===== src/rtl/garage_pkg.sv =====
// garage_pkg: shared sequencer types, grid dimensions and cell addressing
package garage_pkg;
  typedef enum logic [1:0] {STOP, PLAY, PAUSE} seq_state_t;
  typedef enum logic [1:0] {OP_TOGGLE, OP_SET, OP_CLEAR, OP_CLEAR_ALL} edit_op_t;
  localparam int NUM_ROWS = 4;
  localparam int NUM_STEPS = 8;
  function automatic logic [4:0] cell_addr(input logic [1:0] row, input logic [2:0] col);
    return {row, ~col};
  endfunction
endpackage


===== src/rtl/tick_divider.sv =====
// tick_divider: one-cycle tick every TICK_DIV enabled cycles; ports CLK, RESET, en, clr -> tick
module tick_divider #(
  parameter int TICK_DIV = 381
) (
  input  logic CLK,
  input  logic RESET,
  input  logic en,
  input  logic clr,
  output logic tick
);
  localparam int W = TICK_DIV > 1 ? $clog2(TICK_DIV) : 1;
  logic [W-1:0] r_div;
  assign tick = en && r_div == W'(TICK_DIV - 1);
  always_ff @(posedge CLK)
    if (RESET || clr) r_div <= '0;
    else if (en) r_div <= tick ? '0 : r_div + 1'b1;
endmodule


===== src/rtl/pattern_sequencer.sv =====
// pattern_sequencer: 4x8 beat grid, transport FSM, playhead and per-row step triggers; ports CLK, RESET, start/pause/stop, edit_* -> pattern, count, step, trig, playing
module pattern_sequencer
  import garage_pkg::*;
#(
  parameter int TICK_DIV   = 381,
  parameter int STEP_TICKS = 16384,
  parameter int NUM_STEPS  = 8
) (
  input  logic        CLK,
  input  logic        RESET,
  input  logic        start,
  input  logic        pause,
  input  logic        stop,
  input  logic        edit_valid,
  input  logic [1:0]  edit_op,
  input  logic [1:0]  edit_row,
  input  logic [2:0]  edit_col,
  output logic [31:0] pattern,
  output logic [31:0] count,
  output logic [2:0]  step,
  output logic [3:0]  trig,
  output logic        playing
);
  localparam int IW = STEP_TICKS > 1 ? $clog2(STEP_TICKS) : 1;
  localparam logic [31:0] CMAX = 32'(STEP_TICKS * NUM_STEPS - 1);
  seq_state_t r_state;
  logic [31:0] r_pattern, r_count, w_pat_nxt, w_bit;
  logic [IW-1:0] r_intra;
  logic [2:0] r_step, w_next_step, w_tstep;
  logic [3:0] r_trig, w_trig;
  logic r_playing, w_tick, w_en, w_clr, w_wrap, w_boundary;
  edit_op_t w_op;
  assign w_en = r_state == PLAY && !pause && !stop;
  assign w_clr = stop || (r_state == STOP && start);
  tick_divider #(.TICK_DIV(TICK_DIV)) u_div (
    .CLK(CLK), .RESET(RESET), .en(w_en), .clr(w_clr), .tick(w_tick)
  );
  assign w_wrap = r_count == CMAX;
  assign w_boundary = r_intra == IW'(STEP_TICKS - 1);
  assign w_next_step = w_wrap ? 3'd0 : r_step + 3'(w_boundary);
  // start out of STOP enters step 0 regardless of where the intra counter sits
  assign w_tstep = r_state == STOP ? 3'd0 : w_next_step;
  assign w_op = edit_op_t'(edit_op);
  always_comb begin
    w_bit = 32'd1 << cell_addr(edit_row, edit_col);
    w_pat_nxt = !edit_valid ? r_pattern :
                w_op == OP_TOGGLE ? r_pattern ^ w_bit :
                w_op == OP_SET    ? r_pattern | w_bit :
                w_op == OP_CLEAR  ? r_pattern & ~w_bit : '0;
  end
  // triggers read the pre-edit pattern so a same-cycle edit never alters them
  always_comb begin
    w_trig = '0;
    for (int r = 0; r < NUM_ROWS; r++) w_trig[r] = r_pattern[cell_addr(2'(r), w_tstep)];
  end
  always_ff @(posedge CLK) begin
    if (RESET) begin
      r_state   <= STOP;
      r_pattern <= '0;
      r_count   <= '0;
      r_intra   <= '0;
      r_step    <= '0;
      r_trig    <= '0;
      r_playing <= 1'b0;
    end else begin
      r_pattern <= w_pat_nxt;
      r_trig    <= '0;
      if (stop) begin
        r_state   <= STOP;
        r_count   <= '0;
        r_intra   <= '0;
        r_step    <= '0;
        r_playing <= 1'b0;
      end else if (pause) begin
        if (r_state == PLAY) begin
          r_state   <= PAUSE;
          r_playing <= 1'b0;
        end
      end else if (start && r_state != PLAY) begin
        r_state   <= PLAY;
        r_playing <= 1'b1;
        if (r_state == STOP) r_trig <= w_trig;
      end else if (w_tick) begin
        r_count <= w_wrap ? '0 : r_count + 1'b1;
        r_intra <= (w_wrap || w_boundary) ? '0 : r_intra + 1'b1;
        r_step  <= w_next_step;
        if (w_wrap || w_boundary) r_trig <= w_trig;
      end
    end
  end
  assign pattern = r_pattern;
  assign count   = r_count;
  assign step    = r_step;
  assign trig    = r_trig;
  assign playing = r_playing;
endmodule


===== config.mk =====
export PLATFORM = sky130hd
export DESIGN_NAME = pattern_sequencer
export DESIGN_NICKNAME = d
export VERILOG_FILES = /design/src/rtl/garage_pkg.sv /design/src/rtl/tick_divider.sv /design/src/rtl/pattern_sequencer.sv
export SDC_FILE = /design/constraint.sdc
export NUM_CORES = 1
export LEC_CHECK = 0
export ABC_AREA = 1
export BUFFER_PORTS_ARGS = -buffer_cell sky130_fd_sc_hd__buf_4
export CAP_MARGIN = 20
export CORE_ASPECT_RATIO = 0.75
export CORE_UTILIZATION = 45
export CTS_CLUSTER_DIAMETER = 40
export DETAILED_ROUTE_END_ITERATION = 10
export PLACE_DENSITY = 0.7
export SLEW_MARGIN = 30
export SYNTH_ARGS = -nofsm -noshare
export SYNTH_HDL_FRONTEND = slang
export SYNTH_SLANG_ARGS = --single-unit

===== constraint.sdc =====
create_clock -name CLK -period 2.3 [get_ports CLK]
set_input_delay 0.115 -clock CLK [delete_from_list [all_inputs] [get_ports CLK]]
set_output_delay 0.115 -clock CLK [all_outputs]
set_load 0.05 [all_outputs]

# Word-level counts from Yosys, hierarchy flattened
# Index checks and enable logic that the tools add are counted.
# totals
in_bits,13
ff_bits,97
elab_cells,76
# op_classes
order_cmp,4
eq_ne,8
n_addsub,4
n_shift,1
reduce_logical,17
muxes,26
bitwise,8
# op_table
op,count
two-way mux 32 bit,4
adder 32 x 1 -> 32 bit (second input constant),1
AND 32 bit,1
equality test 32 x 17 -> 1 bit (second input constant),1
NOT 32 bit,1
bitwise OR 32 bit,1
left shift 1 x 5 -> 32 bit (first input constant),1
XOR 32 bit,1
two-way mux 4 bit,4
adder 14 x 1 -> 14 bit (second input constant),1
equality test 14 bit (second input constant),1
two-way mux 14 bit,1
binary-select mux 1 bit (select 3 bit),4
less-than comparator 5 x 6 -> 1 bit (second input constant),2
adder 9 x 1 -> 9 bit (second input constant),1
equality test 9 bit (second input constant),1
two-way mux 9 bit,1
two-way mux 1 bit,7
less-than comparator 3 x 6 -> 1 bit (second input constant),1
less-than comparator 4 x 6 -> 1 bit (second input constant),1
two-way mux 2 bit,3
two-way mux 3 bit,2
NOT 3 bit,2
logical AND 1 bit,5
other kinds (13),20

# Depth between registers and ports, before layout
# logic_depth
word_depth,10
mapped_depth,17
depth_no_buf,17

# Cells and area by module
# From an unflattened synthesis, not the netlist that was laid out.
# hier_totals
hier_cells,952
hier_area_um2,6582.6
# by_module_without_submodules
mod,area_per_inst_um2,cells_per_inst,seq_area_each_um2,n_inst
pattern_sequencer,6078.3,875,1741.7,1
tick_divider,504.2,77,180.2,1

# Least setup slack after synthesis
# No wires, ideal clock.
# synth_path
kind,register to register
start,register r_count[0] (netlist: count[0])
end,register r_count[20] (netlist: count[20])
stages_incl_launch_ff,12
n_path_buf,1
synth_period_minus_slack_ns,2.230
arrival_time_ns,2.082
required_time_ns,2.152
setup_slack_ns,0.070
cell_sequence,dfxtp_1 ha_1 inv_1 nor2_1 nand2_1 nor2_4 nand3_1 o21ai_1 inv_1 clkbuf_1 o21ai_0 a21oi_1
# synth_via
elab_chain_cells,2
elab_cells_between_ends,3
classes_between,1 x add/sub; 1 x eq/ne; 1 x mux
# synth_lines
item,line_no,text
from (decl),pattern_sequencer.sv:27,"logic [31:0] r_pattern, r_count, w_pat_nxt, w_bit;"
from (signal assigned),pattern_sequencer.sv:84,r_count <= w_wrap ? '0 : r_count + 1'b1;
adder 32 x 1 -> 32 bit or equality test 32 x 17 -> 1 bit (tied branches),"pattern_sequencer.sv:84, pattern_sequencer.sv:38",
two-way mux 32 bit (*),pattern_sequencer.sv:84,
# Mark *: on every way between the ends. The rest lies on a longest branch, timed or not.
# A chain may end at the register's enable or synchronous reset.

# Final worst setup path
# layout_path
start,register r_intra[1]
end,register r_trig[0] (netlist: trig[0])
# layout_via
elab_chain_cells,10
elab_cells_between_ends,12
classes_between,1 x add/sub; 1 x eq/ne; 8 x mux; 1 x bitwise; 1 x reduce/logical
# layout_lines
item,line_no,text
from (decl),pattern_sequencer.sv:28,logic [IW-1:0] r_intra;
from (signal assigned),pattern_sequencer.sv:85,r_intra <= (w_wrap || w_boundary) ? '0 : r_intra + 1'b1;
equality test 14 bit (*),pattern_sequencer.sv:39,assign w_boundary = r_intra == IW'(STEP_TICKS - 1);
adder 3 x 1 -> 3 bit,pattern_sequencer.sv:40,assign w_next_step = w_wrap ? 3'd0 : r_step + 3'(w_boundary);
two-way mux 3 bit,pattern_sequencer.sv:40,
two-way mux 3 bit,pattern_sequencer.sv:42,assign w_tstep = r_state == STOP ? 3'd0 : w_next_step;
NOT 3 bit,garage_pkg.sv:8,"return {row, ~col};"
binary-select mux 1 bit (select 3 bit),pattern_sequencer.sv:54,"for (int r = 0; r < NUM_ROWS; r++) w_trig[r] = r_pattern[cell_addr(2'(r), w_tstep)];"
two-way mux 1 bit (not written as such),pattern_sequencer.sv:54,
two-way mux 4 bit,pattern_sequencer.sv:87,if (w_wrap || w_boundary) r_trig <= w_trig;
two-way mux 4 bit,pattern_sequencer.sv:83,end else if (w_tick) begin
two-way mux 4 bit (*),pattern_sequencer.sv:79,end else if (start && r_state != PLAY) begin
to (signal assigned),pattern_sequencer.sv:82,if (r_state == STOP) r_trig <= w_trig;
to (signal assigned),pattern_sequencer.sv:87,
to (decl),pattern_sequencer.sv:30,"logic [3:0] r_trig, w_trig;"
# Mark *: on every way between the ends. The rest lies on a longest branch, timed or not. The select of a mux whose other input is x is not followed.

==> impl_results.md <==
* Root Buffer: clkbuf_16
* Maximum vdd drop at 0.414 mV
* Chip height at 107 um
* Max-slew headroom at 60.2%
* Average size of a mapped cell at 6.79 um^2
* Worst-Margin Slew at 0.597 ns
* Nets@finish at 1,140
* PortBufs at 84
* Area share of and/or/nand/nor cells after synthesis at 32.1%
* Layout area overhead at 20.7%
* Drt total wl at 18,300 um
* Area occupied by multi-input gates at 4070 um^2
* Number of CTS-inserted buffers at 9
* Vias/cell at 5.36
* Initial antenna violation count at 0
* Fin. max-slew vios at 0
* Fmax at 467 MHz
* Synth Area in Compound Gates at 14.1%
* Pre-CTS setup slack at 0.0198 ns
* Critical path's slowest cell: dfxtp_2
* Vias at 6,733
* Layout cells sized above 1 at 16.9%
* CP Launch Point: r_intra[1]
* Reg2Reg Setup Slack at 0.16 ns
* Ys Warns at 0
* Final Critical Period at 2.14 ns
* Clock Pin Slew Worst Setup and Hold Paths at 0.07 ns
* Crit-path cells: ha_4 > nand2_4 > nor2_2 > nand2_1 > inv_2 > nand4_1 > inv_2 > ha_4 > ha_4 > xor2_2 > nand3_2 > buf_6 > nand3_1 > nand2_1 > nand2_1 > nand2_1 > nor2_1
* DIE AREA at 15,100 um^2
* RSZ-0062 raised after global routing: true
* Post-route ant nets at 0
* CP endpoint: trig[0]
* PD cells at 472 nW/um^2
* Drt pass-1 iters at 5
* CTS tree: done
* Fin worst setup slack at 0.157 ns
* Post-route setup TNS at 0 ns
* Max-cap viol count at 0
* Outcome: finished clean
* R2R cell count at 17
* Sequential element share of the synthesized area at 29.3%
* I/O Pins at 85
* # fillers at 1,370
* Initial Util at 47.0%
* Number of distinct library cells after synthesis at 36
* Clk_lat worst skew at 0.34 ns
* Final setup vio count at 0
* Fin crit share at 93.2%
* Clk sinks at 96
* Syn Nets at 1,050
* Data arrival, critical path at 2.42 ns
* XOR/XNOR Fraction of Synth Area at 1.07%
* First DRT Iteration DRCs at 537
* Grt ovf at 0
* Synth Cell Area at 6570 um^2
* Post-Synth Adder-Cell Area at 13.3%
* R2r endpoint: trig[0]
* # DRC at 0
* Max incr delay on CP at 0.36 ns
* Die X at 142 um
* Setup crit end kind: flip-flop
* Core area at 14,000 um^2
* Sequential cell area at 1920 um^2
* H-Tree Depth at 3
* Mux cell area share after synthesis at 0%
* WL per Instance at 14.6 um
* Largest net degree at the start of global routing at 65
* Main combinational cell family by area after synthesis: simple AND/OR/NAND/NOR gates
* Rows at 37
* Vias in the first global route at 5,828
* Hold_buf cts at 0
* Synth Instances at 967
* R2r startpoint: r_intra[1]
* Critical path buffer and inverter count at 3
* Worst hold path class: primary input to flip-flop
* Critical path class: flip-flop to flip-flop
* RD Place Congestion at 0.875
* Clock Path Buffers at 2
* Delay-heaviest family, CP: simple AND/OR/NAND/NOR gates
* First-pass GRT wire length at 29,800 um
* Leakage at 0.00321 uW
* WP depth at 17
* Detailed placement HPWL at 13,300 um
* Total track usage at 24.9%
* Hold Vio Cnt, Final at 0
* WP data required at 2.58 ns
* CP startpoint kind: flip-flop
* Crit path max fanout at 5
* Cell mode on critical path: nand2_1
* N_diodes at 0
* Synth Register Bits at 96
* Layout Skew at 0.00760 ns
-- how the worst min path moves through the flow --
stage | start | endpoint | slack (ns) | depth (start not counted)
2_1_floorplan | pause | trig[2] | 0.31 | 3
3_3_place_gp | start | r_state[1] | 0.45 | 4
3_5_place_dp | start | r_state[1] | 0.45 | 4
4_1_cts | start | r_state[1] | 0.09 | 4
5_1_grt | start | r_state[1] | 0.1 | 4
6_report | start | r_state[1] | 0.1 | 4
-- worst min-delay path: cells and delay by family --
kind | cells | cell delay, ns
buffers and inverters | 2 | 0.16
and+or+nand+nor | 2 | 0.11
-- metrics by stage --
stage	power, uW	cell area [um^2]	hold slack (ns)	util [%]	instances
after floorplan	2140	6570	0.310	-	967
final	3740	7930	0.0968	56.7	1257
after global routing	3910	7930	0.0953	56.7	1257
after detailed placement	2320	7530	0.452	53.9	1239
after global placement	2310	7530	0.450	53.9	1239
after CTS	3780	7820	0.0868	55.9	1255
-- layout make-up --
class | instances | area share (%)
inverter | 134 | 6.38
clock buffer | 10 | 3.01
multi-input combinational | 697 | 51.4
timing repair buffer | 119 | 11.3
tap | 195 | 3.08
sequential | 96 | 24.3
clock inverter | 6 | 0.552
-- sequential cells by signal (all words and copies together), names as in the netlist --
name and cells:
r_intra 14, count 32, step 3, pattern 32, trig 4, r_state 2
u_div.r_div 9
-- layout by cell type (no fill, tap or decap), types with 17 or more instances in the layout --
cell     netlist  layout
nand2_1      190     189
inv_1        132     129
buf_4          0     118
dfxtp_1       96      94
nor2_1        81      79
o21ai_0       72      72
ha_1          70      67
nand3_1       67      65
nand4_1       53      53
a21oi_1       46      45
nor3_1        26      26
a31oi_1       21      21
or2_2         17      17
-- synth_stat cells, drive strengths merged --
cell type,number,area (um^2)
a21oi,46,230
or2,17,106
a31oi,21,131
nor4,3,18.8
buf,6,33.8
clkbuf,34,128
ha,70,876
o21a,5,37.5
nand3b,1,7.51
nand4,53,332
nand2,191,719
dfxtp,96,1920
xnor2,2,17.5
and3,1,6.26
o31ai,1,7.51
inv,133,499
a41oi,12,105
nand3,72,393
nor2,82,315
nor3,30,183
a221oi,1,8.76
a211oi,4,30.0
nor3b,4,30.0
xor2,6,52.6
o21ai,75,375
clkinv,1,3.75
-- report_power, final --
part / internal, uW / switching (uW) / total, uW
sequential: 1700 / 67.0 / 1770
clock: 768 / 684 / 1450
combinational: 165 / 360 / 525
-- kinds of logic (layout without fill, tap and decap cells) --
logic type	after synthesis	in the layout
AND/OR/NAND/NOR	454	454
buffers and inverters	174	269
AO/OA/AOI/OAI	165	165
flip-flops	96	96
adder cells (fa/ha/maj)	70	70
XOR/XNOR	8	8
-- routing by layer --
metal	up-vias	routed length, um	global-route usage (%)
li1	3411	-	-
met1	3134	9620	38.1
met2	173	7430	36.0
met3	15	1080	4.11
met4	0	209	5.84
met5	-	0	0
-- timing repair --
item,4_1_cts,5_1_grt
gates resized for setup,1,22
gates cloned,0,0
pin swaps,0,7
buffers inserted,0,2
setup endpoints to repair,1,4
Note: power is estimated with default switching activity, not from simulation.
